===== src/rtl/spi_target.sv =====
`timescale 1ns/1ps
`default_nettype none
// ============================================================================
//  Module   : spi_target
//  Purpose  : SPI mode-0 target that bridges host transactions onto a simple
//             single-cycle register bus. The first byte of a transaction is a
//             command: bit7 = 1 for read, 0 for write, and bits6:0 = start
//             address. Each following byte is one register write or read.
//  Ports    : clk, reset_n                - system clock, async active-low reset
//             spi_sclk, spi_cs_n, spi_mosi - SPI inputs (asynchronous to clk)
//             spi_miso, spi_miso_oe        - SPI output data and output enable
//             addr, wdata, we, re          - register bus request side
//             rdata                        - register read data, valid one cycle
//                                            after re
//             busy                         - transaction in progress
//  Config   : `define SPI_TARGET_AUTOINC_EN selects burst mode, where addr
//             advances after every data byte. When it is undefined, addr stays
//             at the command address (FIFO-port mode).
//  Revision : 1.0 - initial release
// ============================================================================
module spi_target (
    input  logic       clk,
    input  logic       reset_n,
    input  logic       spi_sclk,
    input  logic       spi_cs_n,
    input  logic       spi_mosi,
    output logic       spi_miso,
    output logic       spi_miso_oe,
    output logic [6:0] addr,
    output logic [7:0] wdata,
    output logic       we,
    output logic       re,
    input  logic [7:0] rdata,
    output logic       busy
);

`ifdef SPI_TARGET_AUTOINC_EN
    localparam bit c_autoinc = 1'b1;
`else
    localparam bit c_autoinc = 1'b0;
`endif

    localparam logic [1:0] c_IDLE = 2'd0;
    localparam logic [1:0] c_CMD  = 2'd1;
    localparam logic [1:0] c_DATA = 2'd2;

    // Synchronizers, plus one extra stage per line for edge detection
    logic       r_sclk_meta, r_sclk_sync, r_sclk_prev;
    logic       r_cs_meta,   r_cs_sync,   r_cs_prev;
    logic       r_mosi_meta, r_mosi_sync;
    // Marks when r_cs_sync holds a real sample instead of its reset value
    logic [1:0] r_sync_fill;

    always_ff @(posedge clk or negedge reset_n) begin
        if (!reset_n) begin
            r_sclk_meta <= 1'b0;
            r_sclk_sync <= 1'b0;
            r_sclk_prev <= 1'b0;
            r_cs_meta   <= 1'b1;
            r_cs_sync   <= 1'b1;
            r_cs_prev   <= 1'b1;
            r_mosi_meta <= 1'b0;
            r_mosi_sync <= 1'b0;
            r_sync_fill <= 2'b00;
        end else begin
            r_sclk_meta <= spi_sclk;
            r_sclk_sync <= r_sclk_meta;
            r_sclk_prev <= r_sclk_sync;
            r_cs_meta   <= spi_cs_n;
            r_cs_sync   <= r_cs_meta;
            r_cs_prev   <= r_cs_sync;
            r_mosi_meta <= spi_mosi;
            r_mosi_sync <= r_mosi_meta;
            r_sync_fill <= {r_sync_fill[0], 1'b1};
        end
    end

    logic       w_sclk_rise, w_sclk_fall, w_cs_fall, w_cs_rise;
    logic [7:0] w_rx_next;

    logic [1:0] r_state;
    logic [2:0] r_bit_cnt;
    logic [6:0] r_rx_sr;
    logic [7:0] r_tx_sr;
    logic       r_is_read;
    logic       r_armed;
    logic       r_re_d;
    logic       r_miso;
    logic [6:0] r_addr;
    logic [7:0] r_wdata;
    logic       r_we;
    logic       r_re;

    assign w_sclk_rise = r_sclk_sync & ~r_sclk_prev;
    assign w_sclk_fall = ~r_sclk_sync & r_sclk_prev;
    assign w_cs_fall   = ~r_cs_sync & r_cs_prev;
    assign w_cs_rise   = r_cs_sync & ~r_cs_prev;
    assign w_rx_next   = {r_rx_sr, r_mosi_sync};

    always_ff @(posedge clk or negedge reset_n) begin
        if (!reset_n) begin
            r_state   <= c_IDLE;
            r_bit_cnt <= 3'd0;
            r_rx_sr   <= 7'd0;
            r_tx_sr   <= 8'd0;
            r_is_read <= 1'b0;
            r_armed   <= 1'b0;
            r_re_d    <= 1'b0;
            r_miso    <= 1'b0;
            r_addr    <= 7'd0;
            r_wdata   <= 8'd0;
            r_we      <= 1'b0;
            r_re      <= 1'b0;
        end else begin
            r_we   <= 1'b0;
            r_re   <= 1'b0;
            r_re_d <= r_re;

            // Once reset is released in the middle of a transaction, wait until
            // chip select is seen high before a transaction is allowed to start.
            if (r_sync_fill[1] && r_cs_sync) begin
                r_armed <= 1'b1;
            end

            // MISO shifts only during the data phase of a read. At all other
            // times it is held at 0.
            if (r_state == c_DATA && r_is_read) begin
                if (w_sclk_fall) begin
                    r_miso  <= r_tx_sr[7];
                    r_tx_sr <= {r_tx_sr[6:0], 1'b0};
                end
            end else begin
                r_miso <= 1'b0;
            end

            // Read data arrives one cycle after re. Loading it takes priority
            // over a shift in the same cycle.
            if (r_re_d) begin
                r_tx_sr <= rdata;
            end

            // A write advances the address one cycle after its strobe, so that
            // we is seen together with the address it targets.
            if (r_we && c_autoinc) begin
                r_addr <= r_addr + 7'd1;
            end

            case (r_state)
                c_IDLE: begin
                    if (w_cs_fall && r_armed) begin
                        r_state   <= c_CMD;
                        r_bit_cnt <= 3'd0;
                    end
                end
                c_CMD, c_DATA: begin
                    if (w_sclk_rise) begin
                        r_rx_sr   <= w_rx_next[6:0];
                        r_bit_cnt <= r_bit_cnt + 3'd1;
                        if (r_bit_cnt == 3'd7) begin
                            if (r_state == c_CMD) begin
                                r_addr    <= w_rx_next[6:0];
                                r_is_read <= w_rx_next[7];
                                r_re      <= w_rx_next[7];
                                r_state   <= c_DATA;
                            end else if (r_is_read) begin
                                // Prefetch the byte that the next 8 clocks will shift out
                                r_re <= 1'b1;
                                if (c_autoinc) begin
                                    r_addr <= r_addr + 7'd1;
                                end
                            end else begin
                                r_wdata <= w_rx_next;
                                r_we    <= 1'b1;
                            end
                        end
                    end
                end
                default: r_state <= c_IDLE;
            endcase

            // When chip select deasserts, the FSM always returns to IDLE. A byte
            // that completes in the same cycle has already taken its action above.
            if (w_cs_rise) begin
                r_state <= c_IDLE;
            end
        end
    end

    assign spi_miso    = r_miso;
    assign spi_miso_oe = ~r_cs_sync;
    assign addr        = r_addr;
    assign wdata       = r_wdata;
    assign we          = r_we;
    assign re          = r_re;
    assign busy        = (r_state != c_IDLE);

endmodule
`default_nettype wire


===== config.mk =====
export PLATFORM = sky130hd
export DESIGN_NAME = spi_target
export DESIGN_NICKNAME = d
export VERILOG_FILES = /design/src/rtl/spi_target.sv
export SDC_FILE = /design/constraint.sdc
export NUM_CORES = 1
export LEC_CHECK = 0
export ABC_AREA = 1
export CORE_ASPECT_RATIO = 1.2
export CORE_MARGIN = 8
export CORE_UTILIZATION = 40
export CTS_CLUSTER_SIZE = 24
export DETAILED_ROUTE_END_ITERATION = 8
export GPL_ROUTABILITY_DRIVEN = 0
export SYNTH_ARGS = -nofsm -noshare
export SYNTH_HDL_FRONTEND = slang
export SYNTH_SLANG_ARGS = --single-unit

===== constraint.sdc =====
create_clock -name clk -period 1.4 [get_ports clk]
set_clock_uncertainty 0.2 [all_clocks]
set_input_delay 0.35 -clock clk [delete_from_list [all_inputs] [get_ports clk]]
set_output_delay 0.35 -clock clk [all_outputs]
set_load 0.02 [all_outputs]

==> impl_metrics.yaml <==
outcome:
  outcome: "complete, but fails checks"
  violations: "negative setup slack"
pwr:
  power.total_mw: 4.662
  clockPowerShare_pct: 19.8
  leakage_nw: 1.606
  internal_power_mw: 2.939
  p_per_area_nw_per_um2: 1434
  seq_power_share_pct: 39.3
  irDropWorstVdd_mv: 2.134
  p_comb_share_pct: 40.9
  p_sw_mw: 1.723
  p_sw_share_pct: 36.96
global_route:
  grt.busiest_layer: "met2"
  grt_max_degree: 52
  use_met1_pct: 14.57
  grt_pass1_vias: 1665
  grt_pass1_wl_mm: 7.921
  grt_usage_pct: 11.65
  use_met2_pct: 18.18
  antenna_found_initial: 0
  grtUsageMet3_pct: 3.247
  overflow: 0
timing:
  rsz0062_at_grt: "yes"
  timing.final.crit_share_pct: 114.6
  setup_ws_ns: -0.2041
  setup_tns_ns: -3.386
  setup_viol: 40
  hold_slack_ns: 0.1546
  timing.fmax_mhz: 623.4
  finalHoldViolCount: 0
  drv_slew: 0
  period_minus_slack_ns: 1.604
cells_and_area:
  drive_above_1_share_pct: 45.39
  syn_to_final_growth_pct: 45.85
  utilization_pct: 58.93
  fill_cells: 491
  final_cells: 357
  nNetsFinal: 313
  ff_latch_area_um2: 1280
  final_area_um2: 3252
  multi_input_area_um2: 1077
  n_antenna_cell: 0
routing:
  drtAntennaViolNets: 0
  wire_per_inst_um: 13.08
  vias: 1665
  drt_pre_antenna_iters: 4
  drt-total-wl_mm: 4.670
  vias_per_cell: 4.664
  drc_errors: 0
  drtIter0Drc: 48
floorplan:
  io_pins: 33
  initial_core_util_pct: 40.41
  fp.dieW_um: 84.16
  num_rows: 30
  core_area_um2: 5518
  dieArea_um2: 8229
  die_h_um: 97.79
logic_synthesis:
  synth_area_leaders: "dfrtp_1 (54%), nand2_1 (11%), o21ai_2 (5.9%)"
  ys_warn_count: 0
  seq_area_frac_synth_pct: 57.41
  synth_area_um2: 2230
  synth-seq-cells: 51
  synth_area_leader_cell: "dfrtp_1"
  syn_avg_cell_area_um2: 9.954
  netlist.area_leader.share_pct: 53.87
  ys_types: 24
  syn-num-nets: 245
  synth_cells: 224
cts:
  cts_root_buf: "clkbuf_8"
  cts.clk_slew.worst_paths_ns: 0.09
  cts_tree: "yes"
  clock_latency_ns: 0.30
  htree_levels: 2
  cts_inserted_buffers: 5
  cts.path.max_buffers: 2
  clock-sinks: 51
worst_setup_path:
  startpoint_type: "flop"
  crit_fanout: 2
  required_ns: 0.85
  worst_ep_arrival_time_ns: 1.05
  end_kind: "output pin"
  critPathKind: "flop to output pin"
job:
  max_cap_viol_count: 0
place:
  hpwl_mm: 2.913
  port_buffers: 32
  dpl.cell_count: 332
  pre_cts_slack_ns: -0.3402
  place_area_um2: 2773
min_path:
  min_path_type: "flop to flop"
placed cells by master, fill, tap and decap left out, drive strengths merged, types with 2 or more instances in the layout:
cell | synthesis | routed
buf | 4 | 48
o21ai | 39 | 39
nor2 | 6 | 7
a21oi | 2 | 2
clkdlybuf4s50 | 0 | 11
clkbuf | 0 | 8
inv | 27 | 27
ha | 8 | 8
nand3 | 6 | 7
dfrtp | 48 | 48
nand3b | 2 | 2
dfstp | 3 | 3
nand2 | 75 | 77
worst paths after layout:
path,start,to,slack (ns),depth (start not counted)
setup / recovery,r_state[0],busy,-0.20,4
hold / removal,r_sclk_meta,r_sclk_sync,0.15,0
setup reg to reg,r_state[1],wdata[2],-0.17,8
hold reg to reg,r_sclk_meta,r_sclk_sync,0.15,0
max in group asynchronous,reset_n,r_cs_sync,0.33,3
min in group asynchronous,reset_n,r_tx_sr[0],0.36,3
synthesized netlist by cell type:
| cell | instances |
|---|---|
| nor2_4 | 1 |
| o21ai_0 | 24 |
| nand3_1 | 5 |
| nand2_4 | 1 |
| buf_6 | 3 |
| inv_2 | 2 |
| nand2_2 | 7 |
| nand3_4 | 1 |
| a21boi_0 | 1 |
| a21oi_1 | 2 |
| ha_1 | 8 |
| a21o_1 | 1 |
| dfstp_2 | 3 |
| o21ai_2 | 15 |
| conb_1 | 1 |
| nor2_8 | 1 |
| dfrtp_1 | 48 |
| inv_1 | 25 |
| nor2_1 | 3 |
| buf_2 | 1 |
| nor3_4 | 1 |
| nand2_1 | 67 |
| nand3b_1 | 2 |
| nor2_2 | 1 |
logic make-up after synthesis:
family / after synthesis / synth area share (%)
buffers and inverters: 31 / 6.285
AOI/OAI and AO/OA: 43 / 12.40
DFF: 51 / 57.41
other: 1 / 0.1682
adders and majority gates: 8 / 4.490
and+or+nand+nor: 90 / 19.25
repair_timing:
action,CTS,global route
hold endpoints to repair,48,0
endpoints found under the setup margin,50,58
cloned,4,1
setup buffers,5,8
hold buffers,1,0
gates resized for setup,153,33
pin swaps,12,9
state kept, by name, indices dropped and copies added, names as in the netlist, 2 cells and up:
| register | flops |
|---|---|
| addr | 7 |
| wdata | 8 |
| r_sync_fill | 2 |
| r_state | 2 |
| r_rx_sr | 7 |
| r_tx_sr | 8 |
| r_bit_cnt | 3 |
worst max-delay path, cell delays in order (launching register included):
cell	delay [ns]
dfrtp_1	0.39
inv_2	0.08
ha_4	0.14
inv_2	0.03
buf_6	0.12
area by class of cell:
class                           instances  area share [%]
Tap cell                               64           2.462
Sequential cell                        51           39.36
Clock buffer                            7           2.963
Timing Repair Buffer                   61           18.66
Inverter                               27           3.194
Clock inverter                          1          0.2309
Multi-Input combinational cell        146           33.13
layer usage:
metal  routed length [µm]  vias to the layer above
met5                    0                        -
met4                   86                        0
met3                  207                        5
met2                 2260                       29
met1                 2115                      788
li1                     -                      843
power by group through the flow:
stage          Combinational [mW]  Sequential [mW]  Clock (mW)
2_1_floorplan               0.890             1.78           0
3_3_place_gp                 1.36             1.79           0
3_5_place_dp                 1.37             1.80           0
4_1_cts                      1.69             1.78       0.961
5_1_grt                      2.07             1.85        1.02
6_report                     1.91             1.83       0.923
No activity file was read; power rests on OpenSTA's default activity.
